File: src/rtl/interval_sched_pkg.sv
// interval_sched_pkg: shared types, default sizes and helpers for interval_sched
package interval_sched_pkg;
    typedef enum logic [1:0] {IDLE, RUN, DONE} state_t;
    localparam int NREQ_DEF = 4;
    localparam int CW_DEF = 5;
    // One-hot of index i; callers truncate to their width.
    function automatic logic [31:0] to_onehot(input int i);
        return 32'd1 << i;
    endfunction
endpackage

File: src/rtl/interval_sched_if.sv
// interval_sched_if: request/grant bundle between clients and interval_sched
//   req/dur/abort driven by clients (master); gnt/done/busy/count by the scheduler (slave)
interface interval_sched_if #(
    parameter int NREQ = interval_sched_pkg::NREQ_DEF,
    parameter int CW = interval_sched_pkg::CW_DEF
);
    logic [NREQ-1:0] req;
    logic [NREQ*CW-1:0] dur;
    logic abort;
    logic [NREQ-1:0] gnt;
    logic [NREQ-1:0] done;
    logic busy;
    logic [CW-1:0] count;
    modport master (output req, dur, abort, input gnt, done, busy, count);
    modport slave (input req, dur, abort, output gnt, done, busy, count);
endinterface

File: src/rtl/interval_sched_rr_pick.sv
// rr_pick: combinational round-robin picker
//   req: request vector; ptr: highest-priority index
//   valid: any request; idx: winner index; onehot: winner as one-hot (0 if none)
module rr_pick
    import interval_sched_pkg::*;
#(
    parameter int NREQ = NREQ_DEF,
    parameter int IW = $clog2(NREQ)
) (
    input  logic [NREQ-1:0] req,
    input  logic [IW-1:0] ptr,
    output logic valid,
    output logic [IW-1:0] idx,
    output logic [NREQ-1:0] onehot
);
    // Scan from farthest to nearest so the nearest set bit after ptr wins.
    always_comb begin
        valid = 1'b0;
        idx = '0;
        for (int k = NREQ - 1; k >= 0; k--) begin
            if (req[(int'(ptr) + k) % NREQ]) begin
                valid = 1'b1;
                idx = IW'((int'(ptr) + k) % NREQ);
            end
        end
    end
    assign onehot = valid ? NREQ'(to_onehot(int'(idx))) : '0;
endmodule

File: src/rtl/interval_sched.sv
// interval_sched: round-robin sharing of one interval counter among NREQ requesters
//   clk, rst (async, active-high)
//   bus.req/dur/abort in; bus.gnt (one-hot grant), bus.done (one-cycle pulse),
//   bus.busy (state != IDLE), bus.count (counter value) out
module interval_sched
    import interval_sched_pkg::*;
#(
    parameter int NREQ = NREQ_DEF,
    parameter int CW = CW_DEF
) (
    input logic clk,
    input logic rst,
    interval_sched_if.slave bus
);
    localparam int IW = $clog2(NREQ);
    state_t state, state_n;
    logic [IW-1:0] ptr, ptr_n, w, w_n, pick_idx;
    logic [CW-1:0] dur_q, dur_n, count, count_n, dur_sel;
    logic [NREQ-1:0] gnt, gnt_n, pick_oh;
    logic pick_valid;
    logic [IW-1:0] w_next;

    rr_pick #(.NREQ(NREQ), .IW(IW)) u_pick (
        .req(bus.req),
        .ptr(ptr),
        .valid(pick_valid),
        .idx(pick_idx),
        .onehot(pick_oh)
    );

    assign dur_sel = bus.dur[int'(pick_idx)*CW +: CW];
    // After completion or abort the served requester drops to lowest priority.
    assign w_next = (int'(w) == NREQ - 1) ? '0 : w + 1'b1;

    always_ff @(posedge clk or posedge rst) begin
        if (rst) begin
            state <= IDLE;
            ptr <= '0;
            w <= '0;
            dur_q <= '0;
            count <= '0;
            gnt <= '0;
        end else begin
            state <= state_n;
            ptr <= ptr_n;
            w <= w_n;
            dur_q <= dur_n;
            count <= count_n;
            gnt <= gnt_n;
        end
    end

    always_comb begin
        state_n = state;
        ptr_n = ptr;
        w_n = w;
        dur_n = dur_q;
        count_n = count;
        gnt_n = gnt;
        case (state)
            IDLE: begin
                count_n = '0;
                if (!bus.abort && pick_valid) begin
                    w_n = pick_idx;
                    dur_n = dur_sel;
                    gnt_n = pick_oh;
                    state_n = (dur_sel != '0) ? RUN : DONE;
                end
            end
            RUN: begin
                if (bus.abort) begin
                    state_n = IDLE;
                    gnt_n = '0;
                    count_n = '0;
                    ptr_n = w_next;
                end else if (count == dur_q - 1'b1) begin
                    state_n = DONE;
                end else begin
                    count_n = count + 1'b1;
                end
            end
            default: begin
                state_n = IDLE;
                gnt_n = '0;
                count_n = '0;
                ptr_n = w_next;
            end
        endcase
    end

    assign bus.gnt = gnt;
    assign bus.done = (state == DONE) ? gnt : '0;
    assign bus.busy = (state != IDLE);
    assign bus.count = count;
endmodule

File: src/flat_wrapper.sv
// flat-port wrapper written by rule: the top's interface ports become plain ports
module interval_sched_flat import interval_sched_pkg::*;
#(
    parameter int NREQ = NREQ_DEF,
    parameter int CW = CW_DEF
)
  (clk, rst, bus_req, bus_dur, bus_abort, bus_gnt, bus_done, bus_busy, bus_count);
  interval_sched_if #(.NREQ(NREQ), .CW(CW)) bus_i ();
  input logic clk;
  input logic rst;
  input wire logic [$bits(bus_i.req)-1:0] bus_req;
  input wire logic [$bits(bus_i.dur)-1:0] bus_dur;
  input wire logic [$bits(bus_i.abort)-1:0] bus_abort;
  output wire logic [$bits(bus_i.gnt)-1:0] bus_gnt;
  output wire logic [$bits(bus_i.done)-1:0] bus_done;
  output wire logic [$bits(bus_i.busy)-1:0] bus_busy;
  output wire logic [$bits(bus_i.count)-1:0] bus_count;
  assign bus_i.req = bus_req;
  assign bus_i.dur = bus_dur;
  assign bus_i.abort = bus_abort;
  assign bus_gnt = bus_i.gnt;
  assign bus_done = bus_i.done;
  assign bus_busy = bus_i.busy;
  assign bus_count = bus_i.count;
  interval_sched #(.NREQ(NREQ), .CW(CW)) u_core (.clk(clk), .rst(rst), .bus(bus_i));
endmodule
File: config.mk
export PLATFORM = sky130hd
export DESIGN_NAME = interval_sched_flat
export DESIGN_NICKNAME = d
export VERILOG_FILES = /design/src/rtl/interval_sched_pkg.sv /design/src/rtl/interval_sched_if.sv /design/src/rtl/interval_sched_rr_pick.sv /design/src/rtl/interval_sched.sv /design/src/flat_wrapper.sv
export SDC_FILE = /design/constraint.sdc
export NUM_CORES = 1
export LEC_CHECK = 0
export BUFFER_PORTS_ARGS = -buffer_cell sky130_fd_sc_hd__buf_2
export CAP_MARGIN = 20
export CORE_MARGIN = 3
export CORE_UTILIZATION = 45
export DETAILED_ROUTE_END_ITERATION = 10
export PLACE_DENSITY = 0.75
export SLEW_MARGIN = 20
export SYNTH_ARGS = -nofsm -noshare
export SYNTH_HDL_FRONTEND = slang
export SYNTH_SLANG_ARGS = --single-unit
File: constraint.sdc
create_clock -name clk -period 2.2 [get_ports clk]
set_input_delay 0.44 -clock clk [delete_from_list [all_inputs] [get_ports clk]]
set_output_delay 0.44 -clock clk [all_outputs]
set_load 0.01 [all_outputs]
==> results.ini <==
[run_status]
outcome = finished clean

[floorplan]
die_h_um = 59.2
core_area_um2 = 2590
ioPinCount = 41
die_area_um2 = 3500
rows = 18
die_w_um = 59.2
start_util_pct = 49.2

[clock_tree]
postCtsSetupBuffers = 0
cts_buffers = 3
cts-htree-levels = 1
ctsHoldBuffers = 0
clk_path_buf_depth = 2
cts_root_buf = clkbuf_4
path_clk_slew_ns = 0.11
post_cts_resized = 0
clk_latency_ns = 0.30
cts_tree = yes
clock_sinks = 20

[critical_path]
path_max_fanout = 3
r2r_start = u_core.dur_q[1]$_DFFE_PP0P_
crit_slowest_cell = or4_4
crit_required_ns = 2.40
critPathLaunchType = flop
reg2reg_depth = 9
max_stage_delay_ns = 0.54
rrSetupSlack_ns = 0.15
r2r-end = u_core.bus.count[4]$_DFFE_PP0P_
cp_common_cell = xor2_1
crit_chain = inv_1 -> ha_1 -> xor2_1 -> nand2_1 -> or4_4 -> and2_4 -> nand3_1 -> xor2_1 -> nor2_1
critical_path_class = flop to flop
worst_setup_path_end_kind = flop
worstPathArrival_ns = 2.24

[sta]
grt_setup_unrepaired = false
skew_ns = 0.00633
final_hold_viol_count = 0
worst-slew-pin-transition_ns = 0.715
setup_viol = 0
final.min_clock_period_ns = 2.05
post-route-period-util_pct = 93.0
finalSetupTns_ns = 0
max_slew_margin_pct = 52.3
slew_viol_final = 0
max_freq_mhz = 489

[global_route]
grt_pass1_vias = 1059
grt_max_degree = 21
grt_overflow_total = 0
antenna_found_initial = 0
grt_usage_pct = 16.5
grt_pass1_wl_mm = 4.44

[synth]
syn-num-nets = 164
synth_ff_type = dfrtp_1
synth_warnings = 0
syn-mean-instance-area_um2 = 9.51
yosysTopAreaCellShare_pct = 39.3
synthTopCellsByArea = dfrtp_1 (39%), mux2i_1 (10%), nand2_1 (6.2%)
synth_cell_types = 35
synth-seq-cells = 20
synth_edf_count = 0
synth_top_area_cell = dfrtp_1
yosysSeqAreaShare_pct = 39.3
synthCells = 134
synth_area_um2 = 1270
synthArstFlopShare_pct = 100

[detailed_routing]
wl_per_cell_um = 12.6
drtIter0Drc = 19
ant_nets = 0
drt_wl_total_mm = 2.61
via_count = 1082
vias_per_cell = 5.25
post-route-drc-count = 0
firstDrtPassIters = 7

[layout]
area_growth_pct = 21.1
fin_cells = 206
drive_gt1_share_pct = 34.7
fin_area_um2 = 1540
nFillCells = 240
n_antenna_cell = 0
layout.nets = 207

[power_and_ir_drop]
vdd_drop_max_mv = 0.609
power.leakage_uw = 0.000791
p_per_area_nw_per_um2 = 1110

[job]
maxCapViolCount = 0

[place]
io_buffers = 40
hpwl_mm = 2.13
place_congestion = 0.805
dp_cells = 202
place_area_um2 = 1500

[worst_hold_path]
hold_path_class = input pin to asynchronous set/reset pin

[sequential cells by signal, summed over array words and instances (netlist names)]
name and flops:
u_core.dur_q 5, u_core.bus.gnt 4, u_core.w 2, u_core.bus.count 5, u_core.state 2, u_core.ptr 2
[area by class of cell]
class / count / area (um^2) / share of cell area, %
repair buffers: 43 / 223 / 14.4
well taps: 30 / 37.5 / 2.43
multi-input cells: 104 / 727 / 47.1
flip-flops and latches: 20 / 500 / 32.4
clock buffers: 4 / 36.3 / 2.35
inverters: 5 / 18.8 / 1.22
[routing by layer]
metal  part of all wire (%)  vias to the layer above  track usage [%]
met5                      0                        -                0
met4                   0.81                        0             7.77
met3                    5.9                        3             2.18
met2                     51                       37             29.0
met1                     42                      490             19.7
li1                       -                      552                -
[cells in the mapped netlist (2+ instances only)]
master	n
or2_2	2
inv_1	5
xor2_1	6
ha_1	3
xnor2_1	4
mux2_2	6
o31ai_1	3
and2_1	4
dfrtp_1	20
clkbuf_1	2
mux2i_1	13
o21ai_0	9
nand2_1	21
nor2_1	10
a21oi_1	4
nand3_1	2
nor3b_1	2
[cells in the final DEF, fill, tap and decap left out, drive strengths merged]
master	n
nor3b	2
or4	1
xnor2	4
xor2	6
nand3b	1
ha	3
dfrtp	20
buf	43
a21oi	5
inv	5
nor2	10
a31oi	1
o31ai	3
nor2b	1
o22a	1
o21ai	9
o21a	1
nand3	2
clkbuf	4
o22ai	1
mux2	6
o41ai	1
a211oi	1
and2	5
mux2i	13
a22o	1
nor3	2
or2	2
nand4	1
nand2	21
[critical path: cells and delay by family, from the launching register on]
family                   cells  cell delay [ns]
AND/OR/NAND/NOR              5             0.92
flip-flops                   1             0.40
XOR/XNOR                     2             0.29
adder cells (fa/ha/maj)      1             0.28
buffers and inverters        1             0.05
[cell families (layout without fill, tap and decap cells)]
group | Yosys count | count (layout) | synth area share [%]
flip-flops | 20 | 20 | 39.3
buffers and inverters | 10 | 52 | 3.93
XOR/XNOR | 10 | 10 | 6.88
AND/OR/NAND/NOR | 48 | 48 | 19.0
multiplexers | 19 | 19 | 15.5
AO/OA/AOI/OAI | 24 | 24 | 12.5
adder cells (fa/ha/maj) | 3 | 3 | 2.95
[report_power, final]
part           internal [uW]  switching, uW
logic                    419            436
clock network            101            110
registers                502            138
[worst max-delay path by stage]
stage / from / to / cells past startpoint
4_1_cts: u_core.dur_q[1]$_DFFE_PP0P_ / u_core.bus.count[4]$_DFFE_PP0P_ / 9
3_5_place_dp: u_core.dur_q[1]$_DFFE_PP0P_ / u_core.bus.count[4]$_DFFE_PP0P_ / 9
2_1_floorplan: u_core.dur_q[0]$_DFFE_PP0P_ / u_core.bus.count[3]$_DFFE_PP0P_ / 10
6_report: u_core.dur_q[1]$_DFFE_PP0P_ / u_core.bus.count[4]$_DFFE_PP0P_ / 9
5_1_grt: u_core.dur_q[1]$_DFFE_PP0P_ / u_core.bus.count[4]$_DFFE_PP0P_ / 9
3_3_place_gp: u_core.dur_q[1]$_DFFE_PP0P_ / u_core.bus.count[3]$_DFFE_PP0P_ / 9
[metrics by stage]
| step | power [uW] | hold slack, ns | utilization (%) | setup slack (ns) |
|---|---|---|---|---|
| finish | 1710 | 0.230 | 59.6 | 0.155 |
| global route | 1860 | 0.288 | 59.6 | 0.00563 |
| CTS | 1710 | 0.275 | 59.4 | 0.102 |
| detailed placement | 1500 | 0.480 | 58.0 | 0.115 |
| global placement | 1460 | 0.469 | 58.0 | 0.191 |
| floorplan | 1280 | 0.404 | - | 0.114 |
(Power assumes the default switching activity.)
